`config.mk`:
```
export PLATFORM = sky130hd
export DESIGN_NAME = dmem_responder
export DESIGN_NICKNAME = d
export VERILOG_FILES = /design/src/rtl/dmem_pkg.sv /design/src/rtl/dmem_byte_merge.sv /design/src/rtl/dmem_responder.sv
export SDC_FILE = /design/constraint.sdc
export NUM_CORES = 2
export LEC_CHECK = 0
export CAP_MARGIN = 20
export CORE_UTILIZATION = 60
export DETAILED_ROUTE_END_ITERATION = 8
export GPL_TIMING_DRIVEN = 0
export PLACE_DENSITY_LB_ADDON = 0.15
export SETUP_SLACK_MARGIN = 0.5
export SLEW_MARGIN = 30
export SYNTH_ARGS = -nofsm -noshare
export SYNTH_HDL_FRONTEND = slang
export SYNTH_SLANG_ARGS = --single-unit
```
`constraint.sdc`:
```
create_clock -name clk -period 10.8 [get_ports clk]
set_input_delay 1.62 -clock clk [delete_from_list [all_inputs] [get_ports clk]]
set_output_delay 1.62 -clock clk [all_outputs]
set_load 0.005 [all_outputs]
```
`src/rtl/dmem_pkg.sv`:
```
// dmem_pkg: shared types, widths and byte-merge helper for dmem_responder.
package dmem_pkg;

  localparam int WORD_W = 32;
  localparam int STRB_W = 4;
  localparam int CNT_W  = 4;

  typedef enum logic [1:0] {
    IDLE,
    WAIT,
    RESP
  } state_t;

  function automatic logic [WORD_W-1:0] merge_bytes(
    input logic [WORD_W-1:0] old_w,
    input logic [WORD_W-1:0] new_w,
    input logic [STRB_W-1:0] strb
  );
    logic [WORD_W-1:0] m;
    m = old_w;
    for (int i = 0; i < STRB_W; i++) begin
      if (strb[i]) begin
        m[8*i +: 8] = new_w[8*i +: 8];
      end
    end
    return m;
  endfunction

endpackage

```
`src/rtl/dmem_byte_merge.sv`:
```
// dmem_byte_merge: replaces each byte of a word whose strobe bit is set.
module dmem_byte_merge
  import dmem_pkg::*;
(
  input  logic [WORD_W-1:0] old_word,
  input  logic [WORD_W-1:0] wdata,
  input  logic [STRB_W-1:0] wstrb,
  output logic [WORD_W-1:0] merged
);

  assign merged = merge_bytes(old_word, wdata, wstrb);

endmodule

```
`src/rtl/dmem_responder.sv`:
```
// dmem_responder: valid/ready data-memory responder with programmable latency.
// Optional upper-address range check enabled by DMEM_RANGE_CHECK_EN.
module dmem_responder
  import dmem_pkg::*;
#(
  parameter int DEPTH   = 32,
  parameter int ADDR_W  = 32,
  parameter int LATENCY = 2
) (
  input  logic              clk,
  input  logic              reset,
  input  logic              req_valid,
  output logic              req_ready,
  input  logic              req_write,
  input  logic [ADDR_W-1:0] req_addr,
  input  logic [WORD_W-1:0] req_wdata,
  input  logic [STRB_W-1:0] req_wstrb,
  output logic              rsp_valid,
  input  logic              rsp_ready,
  output logic [WORD_W-1:0] rsp_rdata,
  output logic              rsp_err,
  output logic              busy
);

  localparam int IDX_W = $clog2(DEPTH);
  localparam int HI_W  = ADDR_W - 2;

`ifdef DMEM_RANGE_CHECK_EN
  localparam bit RANGE_CHK = 1'b1;
`else
  localparam bit RANGE_CHK = 1'b0;
`endif

  state_t state;
  state_t state_nx;

  logic [CNT_W-1:0]  cnt;
  logic              write_q;
  logic [ADDR_W-1:0] addr_q;
  logic [WORD_W-1:0] wdata_q;
  logic [STRB_W-1:0] wstrb_q;

  logic [WORD_W-1:0] mem [DEPTH];

  logic [IDX_W-1:0]  idx;
  logic [WORD_W-1:0] old_word;
  logic [WORD_W-1:0] merged;
  logic              misal;
  logic              oor;
  logic              fault;
  logic              accept;
  logic              fire;
  logic              done;

  assign idx      = addr_q[IDX_W+1:2];
  assign old_word = mem[idx];
  assign misal    = |addr_q[1:0];
  assign oor      = RANGE_CHK &&
                    (addr_q[ADDR_W-1:2] >= HI_W'(DEPTH));
  assign fault    = misal | oor;

  assign accept = (state == IDLE) && req_valid;
  assign fire   = (state == WAIT) && (cnt == '0);
  assign done   = (state == RESP) && rsp_ready;

  dmem_byte_merge u_merge (
    .old_word (old_word),
    .wdata    (wdata_q),
    .wstrb    (wstrb_q),
    .merged   (merged)
  );

  always_ff @(posedge clk) begin
    if (!reset) begin
      state <= IDLE;
    end else begin
      state <= state_nx;
    end
  end

  always_comb begin
    state_nx  = state;
    req_ready = 1'b0;
    rsp_valid = 1'b0;
    busy      = 1'b1;
    unique case (state)
      IDLE: begin
        req_ready = 1'b1;
        busy      = 1'b0;
        if (req_valid) state_nx = WAIT;
      end
      WAIT: begin
        if (cnt == '0) state_nx = RESP;
      end
      RESP: begin
        rsp_valid = 1'b1;
        if (rsp_ready) state_nx = IDLE;
      end
      default: begin
        state_nx = IDLE;
      end
    endcase
  end

  always_ff @(posedge clk) begin
    if (!reset) begin
      cnt       <= '0;
      write_q   <= 1'b0;
      addr_q    <= '0;
      wdata_q   <= '0;
      wstrb_q   <= '0;
      rsp_rdata <= '0;
      rsp_err   <= 1'b0;
    end else begin
      if (accept) begin
        cnt     <= CNT_W'(LATENCY - 1);
        write_q <= req_write;
        addr_q  <= req_addr;
        wdata_q <= req_wdata;
        wstrb_q <= req_wstrb;
      end else if ((state == WAIT) && (cnt != '0)) begin
        cnt <= cnt - CNT_W'(1);
      end
      if (fire) begin
        rsp_err   <= fault;
        rsp_rdata <= (write_q || fault) ? '0 : old_word;
      end else if (done) begin
        rsp_err   <= 1'b0;
        rsp_rdata <= '0;
      end
    end
  end

  // Faulted accesses never touch the array; reset beats a pending write.
  always_ff @(posedge clk) begin
    if (!reset) begin
      for (int i = 0; i < DEPTH; i++) begin
        mem[i] <= '0;
      end
    end else if (fire && write_q && !fault) begin
      mem[idx] <= merged;
    end
  end

endmodule

```
==> out/summary.txt <==
f_max: 185.2 MHz
Worst EP arrival: 5.94 ns
post-CTS resize count: 0
syn_area_per_cell: 12.53 um2
Synth area leader: edfxtp_1
Met1 Wirelength: 66,990 um
Cell Area, Synth: 51,470 um2
Max Root-Sink Buffers: 3
ys flop type: edfxtp_1
worst path cell trace: clkdlybuf4s50_1 > clkbuf_2 > nand4_1 > nor2_1 > nand2_1 > clkbuf_1 > o22ai_1
final worst-path cycle share: 0.5000
total clock sinks: 1,112
core area: 85,010 um2
final hold vios: 0
Reg clk slew, reported paths: 0.06 ns
CP max FO: 10
Syn Inst Count: 4,108
Worst slew margin: 0.2180
FP Rows: 107
type of origin of the critical path: primary input
Vias: 42,248
routability cong.: 1.054
Post-Layout Cell Count: 5,606
Layout area overhead: 14.92%
Worst Hold Class: reg -> reg
Detail Route met3 WL: 32,570 um
critical path's largest stage delay: 1.06 ns
cts hold-fix bufs: 0
DR vias/cell: 7.536
Setup Buffers After CTS: 0
WS Path Type: in -> reg
Starting Density: 0.6054
chip width: 294.9 um
top cells by area, synth: edfxtp_1, o22ai_1, mux2i_1
WL/cell: 36.42 um
Leak Pwr: 0.01903 uW
post-synthesis register bit count: 1,112
first-pass GRT wire length: 279,200 um
die area: 86,960 um2
CP max-delay cell: nor2_1
Max Slew Vio Count: 0
Tmin final: 5.400 ns
nets: 4,432
I/O Buffers: 83
remaining global-route overflow: 0
setup TNS: 0 ns
EDFF count, synth: 1,024
skew final: 0.02640 ns
vias in the first global route: 39,219
final setup vio count: 0
DR pass1 iterations: 6
CTS tree: done
clock root buffer: clkbuf_16
PwrDens: 177.0 nW/um2
CP top delay family: simple AND/OR/NAND/NOR gates
largest net degree at the start of global routing: 21
Post-synth ARST share: 0
GRT Total Usage: 0.4643
# IOs: 109
initial antenna violation count: 3
WL met2: 87,660 um
Max-Cap Viols: 0
required time of the critical path: 11.34 ns
CP Buf/Inv Count: 3
RSZ-0062 raised after global routing: no
Detailed Route WL: 204,200 um
count of different cell masters after synthesis: 45
Routed Antenna Nets: 0
Max VDD drop: 0.1431 mV
DR DRC count: 0
Cell Count Post-Placement: 5,386
register area share after synthesis: 0.6316
CP Capture Type: register
worst-skew pair later-pin latency: 0.72 ns
yosys warns: 0
dpl hpwl: 150,600 um
Least-Margin Pin Slew: 1.173 ns
H-tree Lvls: 3
fraction of layout cells with a size suffix above 1: 0.09966
DR iter-0 viols: 7,855
status: completed
die span in y: 294.9 um
TritonCTS Buffers: 113
Yosys top cell area share: 0.5974
Mapped Nets: 4,182
DR top layer: met5
==> stage by stage <==
step | cell area, um2 | utilization | total power (uW) | worst slack, ns | hold WS [ns]
after floorplan | 51470 | - | 5818 | 5.787 | 0.4366
after global placement | 53730 | 0.6321 | 6391 | 2.293 | 0.4395
after detailed placement | 55370 | 0.6514 | 6457 | 4.833 | 0.4455
after CTS | 59100 | 0.6952 | 10330 | 5.526 | 0.4556
after global routing | 59130 | 0.6956 | 10580 | 5.563 | 0.4627
final | 59150 | 0.6958 | 10470 | 5.400 | 0.4543
==> synth_stat cells (9+ instances only) <==
master / number
edfxtp_1: 1024
o22ai_1: 1024
mux2i_1: 512
clkbuf_1: 336
nand2_1: 321
a22oi_1: 256
a21oi_1: 173
buf_2: 112
dfxtp_1: 88
nor2_1: 45
or4_1: 34
o21ai_0: 32
o21ai_1: 32
buf_4: 31
nand3_1: 12
buf_6: 10
and2_1: 9
==> where the power goes <==
| group | switching (uW) | internal [uW] |
|---|---|---|
| clock network | 1740 | 2280 |
| registers | 60.0 | 4840 |
| logic | 1100 | 454 |
==> placed cells by master, fill, tap and decap left out, types with 3 or more instances in the layout <==
cell type        count
a21oi_1            173
a22oi_1            256
and2_1               9
buf_1                3
buf_16              38
buf_2              115
buf_4               31
buf_6               12
buf_8               11
bufinv_16           11
clkbuf_1           331
clkbuf_16          117
clkbuf_2            27
clkbuf_8             6
clkdlybuf4s50_1     83
clkinv_1            27
clkinv_2            20
dfxtp_1             88
diode_2              7
edfxtp_1          1024
inv_1                5
inv_6                3
mux2i_1            512
nand2_1            321
nand2b_1             3
nand3_1             12
nand3b_1             4
nor2_1              45
nor2b_1              4
nor3_2               4
nor4_2               4
o21ai_1             32
o21ai_4             32
o22ai_1           1024
or4_1               34
==> cells by family after synthesis <==
logic type	share of synthesized area
AOI/OAI and AO/OA	0.1855
and+or+nand+nor	0.03904
adders and majority gates	0.0002431
xor gates and xnor gates	0.0005106
muxes	0.09957
DFF	0.6316
buffers and inverters	0.04351
==> final timing paths <==
kind	from	slack (ns)	endpoint	cells past startpoint
setup / recovery	reset	5.40	mem[11][15]$_SDFFCE_PN0P_	7
hold / removal	rsp_rdata[25]$_SDFFE_PN0P_	0.45	rsp_rdata[25]$_SDFFE_PN0P_	2
setup reg to reg	cnt[0]$_SDFFE_PN0P_	6.78	mem[4][15]$_SDFFCE_PN0P_	9
hold reg to reg	rsp_rdata[25]$_SDFFE_PN0P_	0.45	rsp_rdata[25]$_SDFFE_PN0P_	2
==> routing by layer <==
layer | vias to the layer above | track usage
met5 | - | 0.01191
met1 | 20290 | 0.5827
li1 | 17142 | -
met2 | 4006 | 0.6791
met3 | 806 | 0.1584
met4 | 4 | 0.3145
==> state kept, by name (all words and copies together), names as in the netlist, named ones only <==
register,count
wdata_q,32
mem,1024
cnt,4
write_q,1
addr_q,7
state,2
rsp_rdata,32
rsp_err,1
wstrb_q,4
==> layout make-up <==
type	instances	area [um2]
clock inverters	68	640.6
multi-input cells	2495	17130
fillers	6079	25860
repair buffers	135	2059
plain buffers	496	2256
inverters	5	18.77
clock buffers	144	3089
well taps	1144	1431
flip-flops and latches	1112	32510
diodes	7	17.52
==> worst register-to-register path, cell delays in order, from the launching register on <==
cell and delay (ns):
dfxtp_1 0.34, inv_1 0.07, ha_1 0.15, nor3b_2 0.50, nand2_1 0.19, clkbuf_1 0.29
nor2_1 0.93, nand2_1 0.60, clkbuf_1 0.46, o22ai_1 0.31
(Power assumes the default switching activity.)
